===== src/rtl/i2c_cmd_arbiter.sv =====
// i2c_cmd_arbiter: round-robin sharing of one I2C byte-write engine with NACK retry and hang timeout
module i2c_cmd_arbiter #(
    parameter int N_REQ       = 3,
    parameter int MAX_RETRY   = 3,
    parameter int RETRY_GAP   = 1000,
    parameter int TIMEOUT_CYC = 2000000
) (
    input  logic                  iCLK,
    input  logic                  iRST_N,
    input  logic [N_REQ-1:0]      req,
    input  logic [24*N_REQ-1:0]   req_data,
    output logic [N_REQ-1:0]      done,
    output logic [N_REQ-1:0]      err,
    output logic                  eng_go,
    output logic [23:0]           eng_data,
    input  logic                  eng_done,
    input  logic                  eng_nack,
    output logic                  busy,
    output logic [2:0]            grant_idx
);
    localparam int TW = $clog2(TIMEOUT_CYC);
    localparam int GW = $clog2(RETRY_GAP + 1);
    localparam logic [TW-1:0] TMO_LAST  = TW'(TIMEOUT_CYC - 1);
    // eng_go also stays low during ISSUE, so GAP itself lasts one cycle less than the gap
    localparam logic [GW-1:0] GAP_LAST  = GW'(RETRY_GAP > 1 ? RETRY_GAP - 2 : 0);
    localparam logic [3:0]    RETRY_MAX = 4'(MAX_RETRY);
    localparam logic [2:0]    LAST_IDX  = 3'(N_REQ - 1);

    typedef enum logic [2:0] {S_IDLE, S_ISSUE, S_WAIT, S_GAP, S_FINISH} state_t;

    state_t            state_q, state_d;
    logic [2:0]        grant_q, grant_d;
    logic [2:0]        rr_q, rr_d;
    logic [23:0]       data_q, data_d;
    logic              go_q, go_d;
    logic              busy_q, busy_d;
    logic [N_REQ-1:0]  done_q, done_d;
    logic [N_REQ-1:0]  err_q, err_d;
    logic [3:0]        retry_q, retry_d;
    logic [TW-1:0]     tmo_q, tmo_d;
    logic [GW-1:0]     gap_q, gap_d;

    logic [7:0]        req8;
    logic [23:0]       slot [8];
    logic              win_found;
    logic [2:0]        win_idx;
    logic [N_REQ-1:0]  sel;

    // requests and commands padded to eight slots so a 3-bit index selects exactly
    assign req8 = 8'(req);
    for (genvar g = 0; g < 8; g++) begin : g_slot
        if (g < N_REQ) begin : g_on
            assign slot[g] = req_data[24*g +: 24];
        end else begin : g_off
            assign slot[g] = '0;
        end
    end

    assign sel = {{(N_REQ-1){1'b0}}, 1'b1} << grant_q;

    // round-robin search starting at rr_q; first set request wins
    always_comb begin
        logic [2:0] k;
        win_found = 1'b0;
        win_idx   = '0;
        k         = '0;
        for (int i = 0; i < N_REQ; i++) begin
            k = 3'((int'(rr_q) + i) % N_REQ);
            if (!win_found && req8[k]) begin
                win_found = 1'b1;
                win_idx   = k;
            end
        end
    end

    // next-state and registered outputs of the transaction sequencer
    always_comb begin
        state_d = state_q;
        grant_d = grant_q;
        rr_d    = rr_q;
        data_d  = data_q;
        go_d    = go_q;
        busy_d  = busy_q;
        done_d  = '0;
        err_d   = '0;
        retry_d = retry_q;
        tmo_d   = tmo_q;
        gap_d   = gap_q;
        case (state_q)
            S_IDLE: begin
                if (win_found) begin
                    grant_d = win_idx;
                    data_d  = slot[win_idx];
                    retry_d = '0;
                    busy_d  = 1'b1;
                    state_d = S_ISSUE;
                end
            end
            S_ISSUE: begin
                go_d    = 1'b1;
                tmo_d   = '0;
                state_d = S_WAIT;
            end
            S_WAIT: begin
                if (eng_done && !eng_nack) begin
                    go_d    = 1'b0;
                    busy_d  = 1'b0;
                    done_d  = sel;
                    state_d = S_FINISH;
                end else if (eng_done && retry_q < RETRY_MAX) begin
                    retry_d = retry_q + 4'd1;
                    go_d    = 1'b0;
                    gap_d   = '0;
                    state_d = RETRY_GAP > 1 ? S_GAP : S_ISSUE;
                end else if (eng_done || tmo_q == TMO_LAST) begin
                    go_d    = 1'b0;
                    busy_d  = 1'b0;
                    done_d  = sel;
                    err_d   = sel;
                    state_d = S_FINISH;
                end else begin
                    tmo_d = (&tmo_q) ? tmo_q : tmo_q + 1'b1;
                end
            end
            S_GAP: begin
                gap_d   = gap_q + 1'b1;
                state_d = gap_q == GAP_LAST ? S_ISSUE : S_GAP;
            end
            S_FINISH: begin
                rr_d    = grant_q == LAST_IDX ? 3'd0 : grant_q + 3'd1;
                state_d = S_IDLE;
            end
            default: state_d = S_IDLE;
        endcase
    end

    // state register; reset aborts any transfer without a completion pulse
    always_ff @(posedge iCLK or negedge iRST_N) begin
        if (!iRST_N) begin
            state_q <= S_IDLE;
            grant_q <= '0;
            rr_q    <= '0;
            data_q  <= '0;
            go_q    <= 1'b0;
            busy_q  <= 1'b0;
            done_q  <= '0;
            err_q   <= '0;
            retry_q <= '0;
            tmo_q   <= '0;
            gap_q   <= '0;
        end else begin
            state_q <= state_d;
            grant_q <= grant_d;
            rr_q    <= rr_d;
            data_q  <= data_d;
            go_q    <= go_d;
            busy_q  <= busy_d;
            done_q  <= done_d;
            err_q   <= err_d;
            retry_q <= retry_d;
            tmo_q   <= tmo_d;
            gap_q   <= gap_d;
        end
    end

    assign eng_go    = go_q;
    assign eng_data  = data_q;
    assign busy      = busy_q;
    assign done      = done_q;
    assign err       = err_q;
    assign grant_idx = grant_q;
endmodule


===== config.mk =====
export PLATFORM = sky130hd
export DESIGN_NAME = i2c_cmd_arbiter
export DESIGN_NICKNAME = d
export VERILOG_FILES = /design/src/rtl/i2c_cmd_arbiter.sv
export SDC_FILE = /design/constraint.sdc
export NUM_CORES = 1
export LEC_CHECK = 0
export CORE_MARGIN = 8
export CORE_UTILIZATION = 59
export DETAILED_ROUTE_END_ITERATION = 6
export DONT_BUFFER_PORTS = 1
export PLACE_DENSITY_LB_ADDON = 0.1
export SYNTH_ARGS = -nofsm -noshare
export SYNTH_HDL_FRONTEND = slang
export SYNTH_SLANG_ARGS = --single-unit

===== constraint.sdc =====
create_clock -name iCLK -period 8.45 [get_ports iCLK]
set_clock_uncertainty 0.15 [all_clocks]
set_input_delay 1.2675 -clock iCLK [delete_from_list [all_inputs] [get_ports iCLK]]
set_output_delay 1.2675 -clock iCLK [all_outputs]
set_load 0.05 [all_outputs]

==> summary.md <==
| Metric | Value |
|---|---|
| Slew Viols, Final | `0` |
| CP endpoint | `eng_data[20]$_DFFE_PN0P_` |
| Setup Viol. Count Final | `0` |
| Cts hold-fix bufs | `0` |
| Drt initial violations | `about 420` |
| Remaining DRCs | `0` |
| DRT Pass-1 Iters | `7` |
| R2r worst-path depth | `14` |
| Part of the cycle the worst path needs | `~71%` |
| Ys flop type | `dfrtp_1` |
| Global placement routability congestion | `about 0.84` |
| Core Box Area | `0.00924 sq mm` |
| Clk sink count | `between 70 and 80` |
| Max Clk Rate | `0.167 GHz` |
| Share of layout cells above drive strength 1 | `approximately 6.4%` |
| Final critical-path required period | `between 5 and 6 ns` |
| Worst-path clk slew | `about 0.090 ns` |
| I/O Pins | `between 100 and 150` |
| Commonest cells after routing, fill and taps aside | `dfrtp_1 (76), nand3_1 (60), inv_1 (47)` |
| Via/cell ratio | `about 6.4` |
| Seq cells post-synth | `76` |
| Syn_area_per_cell | `roughly 8.6 sq um` |
| Clk root buf | `clkbuf_8` |
| Antenna Cells | `0` |
| Max Root-Sink Buffers | `2` |
| First-pass GRT wire length | `23,900 um` |
| Final nets | `between 700 and 800` |
| Number of flops mapped to enable cells by yosys | `0` |
| CTS Buf Count | `9` |
| Cell Area, Synth | `around 0.0056 sq mm` |
| Crit. Startpoint | `rr_q[0]$_DFFE_PN0N_` |
| Setup crit end kind | `flip-flop` |
| Die Height | `114 um` |
| Cts repair resizes | `0` |
| Gate Count Post-Synth | `655` |
| Status | `complete, no violations` |
| Worst hold-check path type | `reg -> reg` |
| CP Launch Type | `flip-flop` |
| Crit path kind | `reg -> reg` |
| IO Port Bufs | `0` |
| Post-route ant nets | `0` |
| Total routed wirelength | `between 10,000 and 15,000 um` |
| Fillcell total | `between 700 and 800` |
| Die ar. | `approximately 0.013 sq mm` |
| Layout area overhead | `3.99%` |
| Vias in the first global route | `between 4,000 and 5,000` |
| Die width | `114 um` |
| Required time of the critical path | `around 8.5 ns` |
| Crit path arrival time | `between 6 and 7 ns` |
| Row cnt | `35` |
| Maxcap violations | `0` |
| FF-to-FF End | `eng_data[20]$_DFFE_PN0P_` |
| Sequential share of the synthesized area | `33.7%` |
| Starting Density | `about three fifths` |
| CTS tree | `done` |
| Slew @ Worst Pin | `between 1 and 1.5 ns` |
| RR Startpoint | `rr_q[0]$_DFFE_PN0N_` |
| H-tree depth | `3` |
| GRT overflow | `0` |
| Clk_lat worst skew | `~0.35 ns` |
| Flop2flop setup slack | `roughly 2.5 ns` |
| Most common cell after layout, fill and taps aside | `dfrtp_1` |
| Post-CTS Setup Bufs | `0` |
| Post-DP HPWL | `around 10,000 um` |
| Vias after detailed routing | `around 4,900` |
| Largest net degree at the start of global routing | `77` |
| Rel. slew slack | `~14%` |
| Setup TNS | `0 ns` |
| Antenna violations before repair | `0` |
| Syn Nets | `~760` |
| Post-synth ARST share | `100%` |
| Unrepaired setup endpoints after global routing | `false` |
| Final Hold Vio Count | `0` |
| Routed WL per cell | `about 19 um` |
| Yosys warning count | `0` |
| Yosys cell types | `71` |
| Max FO, Critical Path | `25` |
| GRT Overall Usage | `22.5%` |
final cells by class:
type / count / area [sq um] / area share [%]
clock buffer: 11 / 141 / 2.41
clock inverter: 5 / 83.8 / 1.43
inverter: 48 / 180 / 3.07
multi-input combinational: 486 / 3380 / 57.5
sequential: 76 / 1900 / 32.4
tap: 129 / 161 / 2.75
timing repair buffer: 3 / 22.5 / 0.384
metrics by stage:
step	worst slack [ns]	std cells	hold WS [ns]	util, %	instance area, sq um
after global routing	1.95	758	0.363	63.5	5870
after CTS	2.51	758	0.349	63.5	5870
after global placement	2.81	742	0.312	61.1	5640
final	2.46	758	0.343	63.5	5870
after detailed placement	2.56	742	0.327	61.1	5640
after floorplan	3.77	655	0.295	-	5640
synthesized netlist by cell type, types with 24 or more instances:
cell      number  area, sq um
clkbuf_1      34          128
o221ai_1      24          210
nand3_1       60          300
nor2_1        46          173
mux2i_1       30          300
and2_1        31          194
nor2b_1       26          163
nand2_1       34          128
o31ai_1       25          188
dfrtp_1       76         1900
a211oi_1      29          218
inv_1         47          176
how the worst min path moves through the flow:
| stage | startpoint | to | cells after the start |
|---|---|---|---|
| 5_1_grt | retry_q[2]$_DFFE_PN0P_ | retry_q[2]$_DFFE_PN0P_ | 1 |
| 3_5_place_dp | retry_q[3]$_DFFE_PN0P_ | retry_q[3]$_DFFE_PN0P_ | 1 |
| 2_1_floorplan | retry_q[2]$_DFFE_PN0P_ | retry_q[2]$_DFFE_PN0P_ | 1 |
| 4_1_cts | retry_q[3]$_DFFE_PN0P_ | retry_q[3]$_DFFE_PN0P_ | 1 |
| 6_report | retry_q[3]$_DFFE_PN0P_ | retry_q[3]$_DFFE_PN0P_ | 1 |
| 3_3_place_gp | retry_q[2]$_DFFE_PN0P_ | retry_q[2]$_DFFE_PN0P_ | 1 |
registers in the layout, indices dropped and copies added (netlist names):
name / cells
busy: 1
gap_q: 10
grant_idx: 3
done: 3
eng_go: 1
state_q: 3
err: 3
eng_data: 24
rr_q: 3
retry_q: 4
tmo_q: 21
routing by layer:
layer	part of all wire (%)	track usage [%]	up-vias
li1	-	-	2313
met1	41	28.1	2345
met2	49	36.6	167
met3	7.5	5.65	25
met4	2.4	8.78	0
met5	0	0	-
worst max-delay path, stage by stage (launching register included):
cell,delay (ns)
dfrtp_1,0.63
ha_1,0.36
xnor2_2,0.27
inv_2,0.10
ha_1,0.31
o2111a_1,0.27
o21ai_0,0.41
nand2_1,0.12
ha_1,0.36
a211oi_1,0.35
a21oi_1,0.12
o221a_2,0.60
o211ai_2,0.29
nand4_1,0.92
o221ai_1,0.59
cell families (layout without fill, tap and decap cells):
| logic type | after synthesis | count (layout) | share of synthesized area [%] |
|---|---|---|---|
| simple gates | 256 | 256 | 24.2 |
| compound gates | 148 | 148 | 20.0 |
| buf+inv | 93 | 67 | 7.01 |
| flops | 76 | 76 | 33.7 |
| mux | 33 | 33 | 5.92 |
| xor+xnor | 27 | 27 | 4.32 |
| fa+ha+maj | 22 | 22 | 4.88 |
Power is not shown: default switching activity piles up to over one toggle a cycle in this logic, so the estimate is an artifact.
